[src/rtl/gf2m_mult_sequencer.sv]
// gf2m_mult_sequencer: operand feed, control and result capture for a GF(2^m)
// bit-parallel systolic multiplier array, with valid/ready on both sides.
//
// Ports:
//   clk, reset        clock (rising edge) and asynchronous active-high reset
//   i_in_valid        operand set valid       o_in_ready   can accept operands
//   i_a_in / i_b_in   multiplicand / multiplier, bit j = coeff of x^j
//   i_f_in            reduction polynomial f_0..f_{M-1} (x^M implicit)
//   o_arr_clr         one-cycle clear of the array accumulators
//   o_arr_sel         array load select (first RUN cycle only)
//   o_arr_a / o_arr_f registered operands to the array
//   o_arr_b           serial B bit, MSB first
//   i_c_in            array c outputs
//   o_out_valid       product valid           i_out_ready  consumer accepts
//   o_out_c           product C = A*B mod F
module gf2m_mult_sequencer #(
    parameter int M = 8
) (
    input  logic         clk,
    input  logic         reset,
    input  logic         i_in_valid,
    output logic         o_in_ready,
    input  logic [M-1:0] i_a_in,
    input  logic [M-1:0] i_b_in,
    input  logic [M-1:0] i_f_in,
    output logic         o_arr_clr,
    output logic         o_arr_sel,
    output logic [M-1:0] o_arr_a,
    output logic [M-1:0] o_arr_f,
    output logic         o_arr_b,
    input  logic [M-1:0] i_c_in,
    output logic         o_out_valid,
    input  logic         i_out_ready,
    output logic [M-1:0] o_out_c
);

    localparam int KW = $clog2(M);
    localparam logic [KW-1:0] K_LAST = KW'(M - 1);

    typedef enum logic [2:0] {
        IDLE,
        CLEAR,
        RUN,
        DRAIN,
        HOLD
    } state_t;

    state_t          r_state;
    logic [KW-1:0]   r_k;
    logic [M-1:0]    r_a;
    logic [M-1:0]    r_f;
    logic [M-1:0]    r_bsh;
    logic [M-1:0]    r_c;
    logic            r_in_ready;
    logic            r_clr;
    logic            r_sel;
    logic            r_b;
    logic            r_out_valid;
    logic            w_accept;

    // r_in_ready is low during reset and rises on the first edge after it,
    // so accepting on r_in_ready never races the reset release.
    assign w_accept = r_in_ready && i_in_valid;

    always_ff @(posedge clk or posedge reset) begin
        if (reset) begin
            r_state     <= IDLE;
            r_k         <= '0;
            r_a         <= '0;
            r_f         <= '0;
            r_bsh       <= '0;
            r_c         <= '0;
            r_in_ready  <= 1'b0;
            r_clr       <= 1'b0;
            r_sel       <= 1'b0;
            r_b         <= 1'b0;
            r_out_valid <= 1'b0;
        end else begin
            unique case (r_state)
                IDLE: begin
                    if (w_accept) begin
                        r_a        <= i_a_in;
                        r_f        <= i_f_in;
                        r_bsh      <= i_b_in;
                        r_in_ready <= 1'b0;
                        r_clr      <= 1'b1;
                        r_state    <= CLEAR;
                    end else begin
                        r_in_ready <= 1'b1;
                    end
                end
                CLEAR: begin
                    // Outputs for RUN k=0 are set up here so they are
                    // registered: load select plus the B MSB.
                    r_clr   <= 1'b0;
                    r_k     <= '0;
                    r_sel   <= 1'b1;
                    r_b     <= r_bsh[M-1];
                    r_bsh   <= r_bsh << 1;
                    r_state <= RUN;
                end
                RUN: begin
                    r_sel <= 1'b0;
                    if (r_k == K_LAST) begin
                        r_b     <= 1'b0;
                        r_state <= DRAIN;
                    end else begin
                        r_k   <= r_k + 1'b1;
                        r_b   <= r_bsh[M-1];
                        r_bsh <= r_bsh << 1;
                    end
                end
                DRAIN: begin
                    r_c         <= i_c_in;
                    r_out_valid <= 1'b1;
                    r_state     <= HOLD;
                end
                HOLD: begin
                    if (i_out_ready) begin
                        r_out_valid <= 1'b0;
                        r_in_ready  <= 1'b1;
                        r_state     <= IDLE;
                    end
                end
                default: begin
                    r_state <= IDLE;
                end
            endcase
        end
    end

    assign o_in_ready  = r_in_ready;
    assign o_arr_clr   = r_clr;
    assign o_arr_sel   = r_sel;
    assign o_arr_a     = r_a;
    assign o_arr_f     = r_f;
    assign o_arr_b     = r_b;
    assign o_out_valid = r_out_valid;
    assign o_out_c     = r_c;

endmodule

[config.mk]
export PLATFORM = sky130hd
export DESIGN_NAME = gf2m_mult_sequencer
export DESIGN_NICKNAME = d
export VERILOG_FILES = /design/src/rtl/gf2m_mult_sequencer.sv
export SDC_FILE = /design/constraint.sdc
export NUM_CORES = 1
export LEC_CHECK = 0
export ABC_CLOCK_PERIOD_IN_PS = 2680
export BUFFER_PORTS_ARGS = -buffer_cell sky130_fd_sc_hd__buf_2
export CORE_UTILIZATION = 47
export DETAILED_ROUTE_END_ITERATION = 12
export GPL_ROUTABILITY_DRIVEN = 0
export PLACE_DENSITY_LB_ADDON = 0.15
export SYNTH_ARGS = -nofsm -noshare
export SYNTH_HDL_FRONTEND = slang
export SYNTH_SLANG_ARGS = --single-unit
[constraint.sdc]
create_clock -name clk -period 2.68 [get_ports clk]
set_input_delay 0 -clock clk [delete_from_list [all_inputs] [get_ports clk]]
set_output_delay 0 -clock clk [all_outputs]
set_load 0.02 [all_outputs]
== Word-level counts from Yosys, hierarchy flattened ==
Cells that the tools add are included.

* Register bits: 43
* Input port bits: 36
* Output and inout bits: 29

* $add $sub $neg: 1
* Eq/ne operators: 9
* Multiplexer cells: 19
* Reductions and logical operators: 14

{| class="wikitable"
|+ Operators by type and width
! kind !! number
|-
| 8-bit case mux with 3 select lines || 1
|-
| 8-bit 2-to-1 mux || 2
|-
| 3-bit case mux with 5 select lines || 1
|-
| 3-bit 2-to-1 mux || 4
|-
| 1-bit case mux with 2 select lines || 5
|-
| 2-bit AND reduction || 5
|-
| 2-bit inequality test (second input constant) || 4
|-
| 2-bit nonzero test || 4
|-
| 3-bit by 2-bit equality test with 1-bit output (second input constant) || 2
|-
| 3-bit equality test (second input constant) || 2
|-
| 3-bit case mux with 2 select lines || 1
|-
| 3-bit AND reduction || 2
|-
| 1-bit 2-to-1 mux || 5
|-
| 3-bit by 1-bit adder with 3-bit output (second input constant) || 1
|-
| 3-bit by 1-bit equality test with 1-bit output (second input constant) || 1
|-
| 3-bit zero test || 1
|-
| 3-bit nonzero test || 1
|-
| 1-bit logical AND || 1
|}

== Longest topological paths before layout ==
* Word-level depth: 3
* Gate-level depth with buffers: 6
* Depth with buffers taken out: 5

== Least setup slack after synthesis ==
No wires, ideal clock.

* Kind: register -> register
* From: register r_k[0]
* To: register r_bsh[1]
* Setup time: 0.125 ns
* Arrival: 1.632 ns
* Required time: 2.555 ns
* Slack: 0.923 ns
* Cell stages (with the launch flop): 7
* Path buffers: 1
* Cells stage by stage: dfrtp_1 ha_1 ha_1 o21ai_0 and3_1 buf_2 mux2_2

* Word-level cells in the longest chain between the ends: 3

{| class="wikitable"
|+ RTL lines
! element !! RTL line !! RTL
|-
| start: declaration || 49 || <nowiki>logic [KW-1:0] r_k;</nowiki>
|-
| start signal: assignment || 108 || <nowiki>r_k <= r_k + 1'b1;</nowiki>
|-
| 3-bit equality test || 104 || <nowiki>if (r_k == K_LAST) begin</nowiki>
|-
| 2-bit inequality test (no line) || - ||
|-
| 3-bit AND reduction (no line) || - ||
|-
| end signal: assignment || 84 || <nowiki>r_bsh <= i_b_in;</nowiki>
|-
| end signal: assignment || 99 || <nowiki>r_bsh <= r_bsh << 1;</nowiki>
|-
| end signal: assignment || 110 || <nowiki>r_bsh <= r_bsh << 1;</nowiki>
|-
| end: declaration || 52 || <nowiki>logic [M-1:0] r_bsh;</nowiki>
|}

Every way passes these cells.
A chain may end at the register's enable or synchronous reset.

== Final worst setup path ==
Same ends and word-level chain as after synthesis.

==> results by group <==
Run status
  • Outcome: complete, no violations

Yosys
  • Cells after synthesis: 132
  • Largest family of logic cells by synthesized area: multiplexers
  • Mapped Nets: 170
  • Yosys synthesis warning count: 0
  • Post-synthesis adder-cell area fraction: 0.0135
  • Synth Area in Compound Gates: 0.0744
  • Xor/xnor cell area share of the yosys netlist: 0.00880
  • Post-synth EDFFs: 0
  • Seq/Total Area, Yosys: 0.582
  • Netlist Area Pre-Place: 0.00185 sq mm
  • Post-synthesis async set-or-reset flop share: 1.00
  • Mux contribution to synthesized area: 0.242
  • Avg Inst Size Synth: 14.0 sq um
  • Top_reg_cell synth: dfrtp_1
  • Post-Synth Simple-Gate Area: 0.0487
  • Yosys reg bits: 43
  • Yosys cell types: 26

Clock tree
  • H-tree depth: 2
  • Clk buf depth: 2
  • Clk pin slew, worst setup/hold paths: 0.08 ns
  • Clock root cell: clkbuf_8
  • CTS Sinks: 43
  • CTS buffer count: 5
  • Worst skew pair latency: 0.29 ns
  • CTS tree: built

Worst setup path
  • CP required: 2.85 ns
  • Most frequent CP cell: ha_1
  • Critical path depth: 5
  • CP peak stage delay: 0.44 ns
  • Worst path slowest cell: and3_1
  • RR Startpoint: r_k[0]$_DFFE_PP0P_
  • CP Class: reg -> reg
  • Worst setup endpoint: r_bsh[1]$_DFFE_PP0P_
  • Reg2Reg Setup Slack: 0.68 ns
  • Arrival @ worst endpoint: 2.18 ns
  • CP max FO: 8
  • Reg2reg path depth: 5
  • Startpoint Class: flip-flop
  • CP endpoint kind: flip-flop
  • WP buf/inv: 0
  • RR Endpoint: r_bsh[1]$_DFFE_PP0P_
  • Critical-path cell list: ha_1, ha_1, o21ai_0, and3_1, mux2_2
  • Top delay family on crit path: simple AND/OR/NAND/NOR gates
  • Critical path startpoint: r_k[0]$_DFFE_PP0P_

Die
  • Initial Util: 0.498
  • Die H: 64.7 microns
  • # IOs: 65
  • Core area: 0.00372 sq mm
  • Chip width: 64.7 microns
  • DIE AREA: 0.00419 sq mm
  • Cell Rows: 22

STA
  • Setup TNS: 0 ns
  • Min Tclk post-route: 2.00 ns
  • Worst-margin pin slew: 0.620 ns
  • Slew Viols, Final: 0
  • Final period utilization: 0.747
  • RSZ-0062 raised after global routing: no
  • Max Fclk: 499 MHz
  • Setup Skew: 0.00222 ns
  • WHS: 0.00708 ns
  • Worst slew margin: 0.586
  • Worst Slack Setup Final: 0.678 ns
  • Fin. Hold Viols: 0
  • Endpoints failing setup: 0

Power and ir drop
  • Switching Share: 0.376
  • P_sw: 1.22 mW
  • Pint: 2.02 mW
  • Peak supply drop: 0.744 mV
  • Logic pwr share: 0.463
  • PD cells: 1260 mW/mm^2
  • Seq pwr share: 0.380
  • Clock share of power: 0.157
  • Pleak: 1.22 nW

Finish
  • Commonest non-fill, non-tap cell in the layout: buf_2
  • Finished Cell Area: 0.00258 sq mm
  • Most frequent cells in the layout: 64 x buf_2, 43 x dfrtp_1, 38 x mux2_2
  • Final core utilization: 0.695
  • Fin nets: 263
  • ANT cells: 0
  • Layout cells sized above 1: 0.509
  • Area added between synthesis and finish: 39.6%

GRT
  • First-pass GRT wire length: 6620 microns
  • Initial antenna violation count: 0
  • GR Util All Layers: 0.214
  • Vias in the first global route: 1421
  • Largest net degree at the start of global routing: 44
  • Final global-route overflow total: 0

Placed design
  • PortBufs: 64
  • Post-placement setup slack: 0.691 ns
  • Placement Cell Area: 0.00220 sq mm
  • Post-DP HPWL: 2610 microns

Routing
  • Initial drt markers: 72
  • First-pass iteration count of the detailed router: 4
  • Total wire length: 4000 microns
  • Total number of vias: 1398
  • Drt wl/cell: 14.6 microns
  • Number of remaining DRC errors: 0
  • Post-route antenna net violation count: 0
  • DR vias/cell: 5.10

Min path
  • Hold WC Path Type: in -> reg
  • HP Start: i_out_ready

Job
  • MaxCap Viol Count: 0
==> power groups by stage <==
stage | registers, mW | logic (mW) | clock network (mW)
floorplan | 1.42 | 0.888 | 0
global placement | 1.21 | 1.42 | 0
detailed placement | 1.23 | 1.49 | 0
CTS | 1.23 | 1.51 | 0.518
global route | 1.28 | 1.62 | 0.547
finish | 1.23 | 1.50 | 0.509
==> worst min-delay path, stage by stage <==
cell and delay (ns):
buf_2 0.09, a21bo_2 0.11, a21oi_1 0.06
==> area by class of cell <==
| cell class | instances | area (sq um) |
|---|---|---|
| clock buffer | 6 | 82.6 |
| clock inverter | 2 | 35.0 |
| fill | 284 | 1130 |
| inverter | 4 | 15.0 |
| multi-input combinational | 79 | 717 |
| sequential | 43 | 1080 |
| tap | 48 | 60.1 |
| timing repair buffer | 92 | 596 |
==> cell usage after synthesis, types with 2 or more instances <==
cell       instances  area share
a21oi_1            5       0.014
a22oi_1            2      0.0081
buf_2              3      0.0081
buf_6              2       0.012
dfrtp_1           43        0.58
ha_1               2       0.014
inv_1              4      0.0081
mux2_2            38        0.23
mux2i_1            2       0.011
nand2_1            4      0.0081
nand3_1            2      0.0054
nor2_1             3      0.0061
nor3b_1            2      0.0081
o21ai_0            6       0.016
o2bb2ai_1          3       0.014
==> worst min path at each step <==
stage,depth (start not counted),endpoint
global placement,3,o_out_c[2]$_DFFE_PP0P_
global route,3,o_out_valid$_DFFE_PP0P_
detailed placement,3,o_arr_a[2]$_DFFE_PP0P_
floorplan,1,o_out_c[0]$_DFFE_PP0P_
finish,3,o_out_valid$_DFFE_PP0P_
CTS,3,o_out_valid$_DFFE_PP0P_
==> timing repair <==
item                                   in CTS  in global routing
hold buffers                               26                  0
setup buffers                               0                  0
setup endpoints to repair                   0                  0
resized for setup                           0                  0
endpoints found under the hold margin      68                  0
==> sequential cells by signal, indices dropped and copies added, names as in the netlist, 3 cells and up <==
register and cells:
r_state 3, o_out_c 8, o_arr_f 8, o_arr_a 8, r_bsh 8, r_k 3
==> routing by layer <==
| layer | vias up | routed length, microns | GRT usage |
|---|---|---|---|
| li1 | 658 | - | - |
| met1 | 696 | 1520 | 0.249 |
| met2 | 36 | 2300 | 0.383 |
| met3 | 8 | 141 | 0.0440 |
| met4 | 0 | 36 | 0.0778 |
| met5 | - | 0 | 0 |
==> cells by family (layout without fill, tap and decap cells) <==
family	Yosys count	count (layout)
AOI/OAI and AO/OA	21	21
xor gates and xnor gates	1	1
adders and majority gates	2	2
buffers and inverters	10	104
DFF	43	43
muxes	40	40
and+or+nand+nor	15	15
==> stage by stage <==
stage | cells | power [mW]
after floorplan | 132 | 2.31
after global placement | 240 | 2.63
after detailed placement | 240 | 2.72
after CTS | 274 | 3.26
after global routing | 274 | 3.46
final | 274 | 3.24
Power figures use the tool's default switching activity.
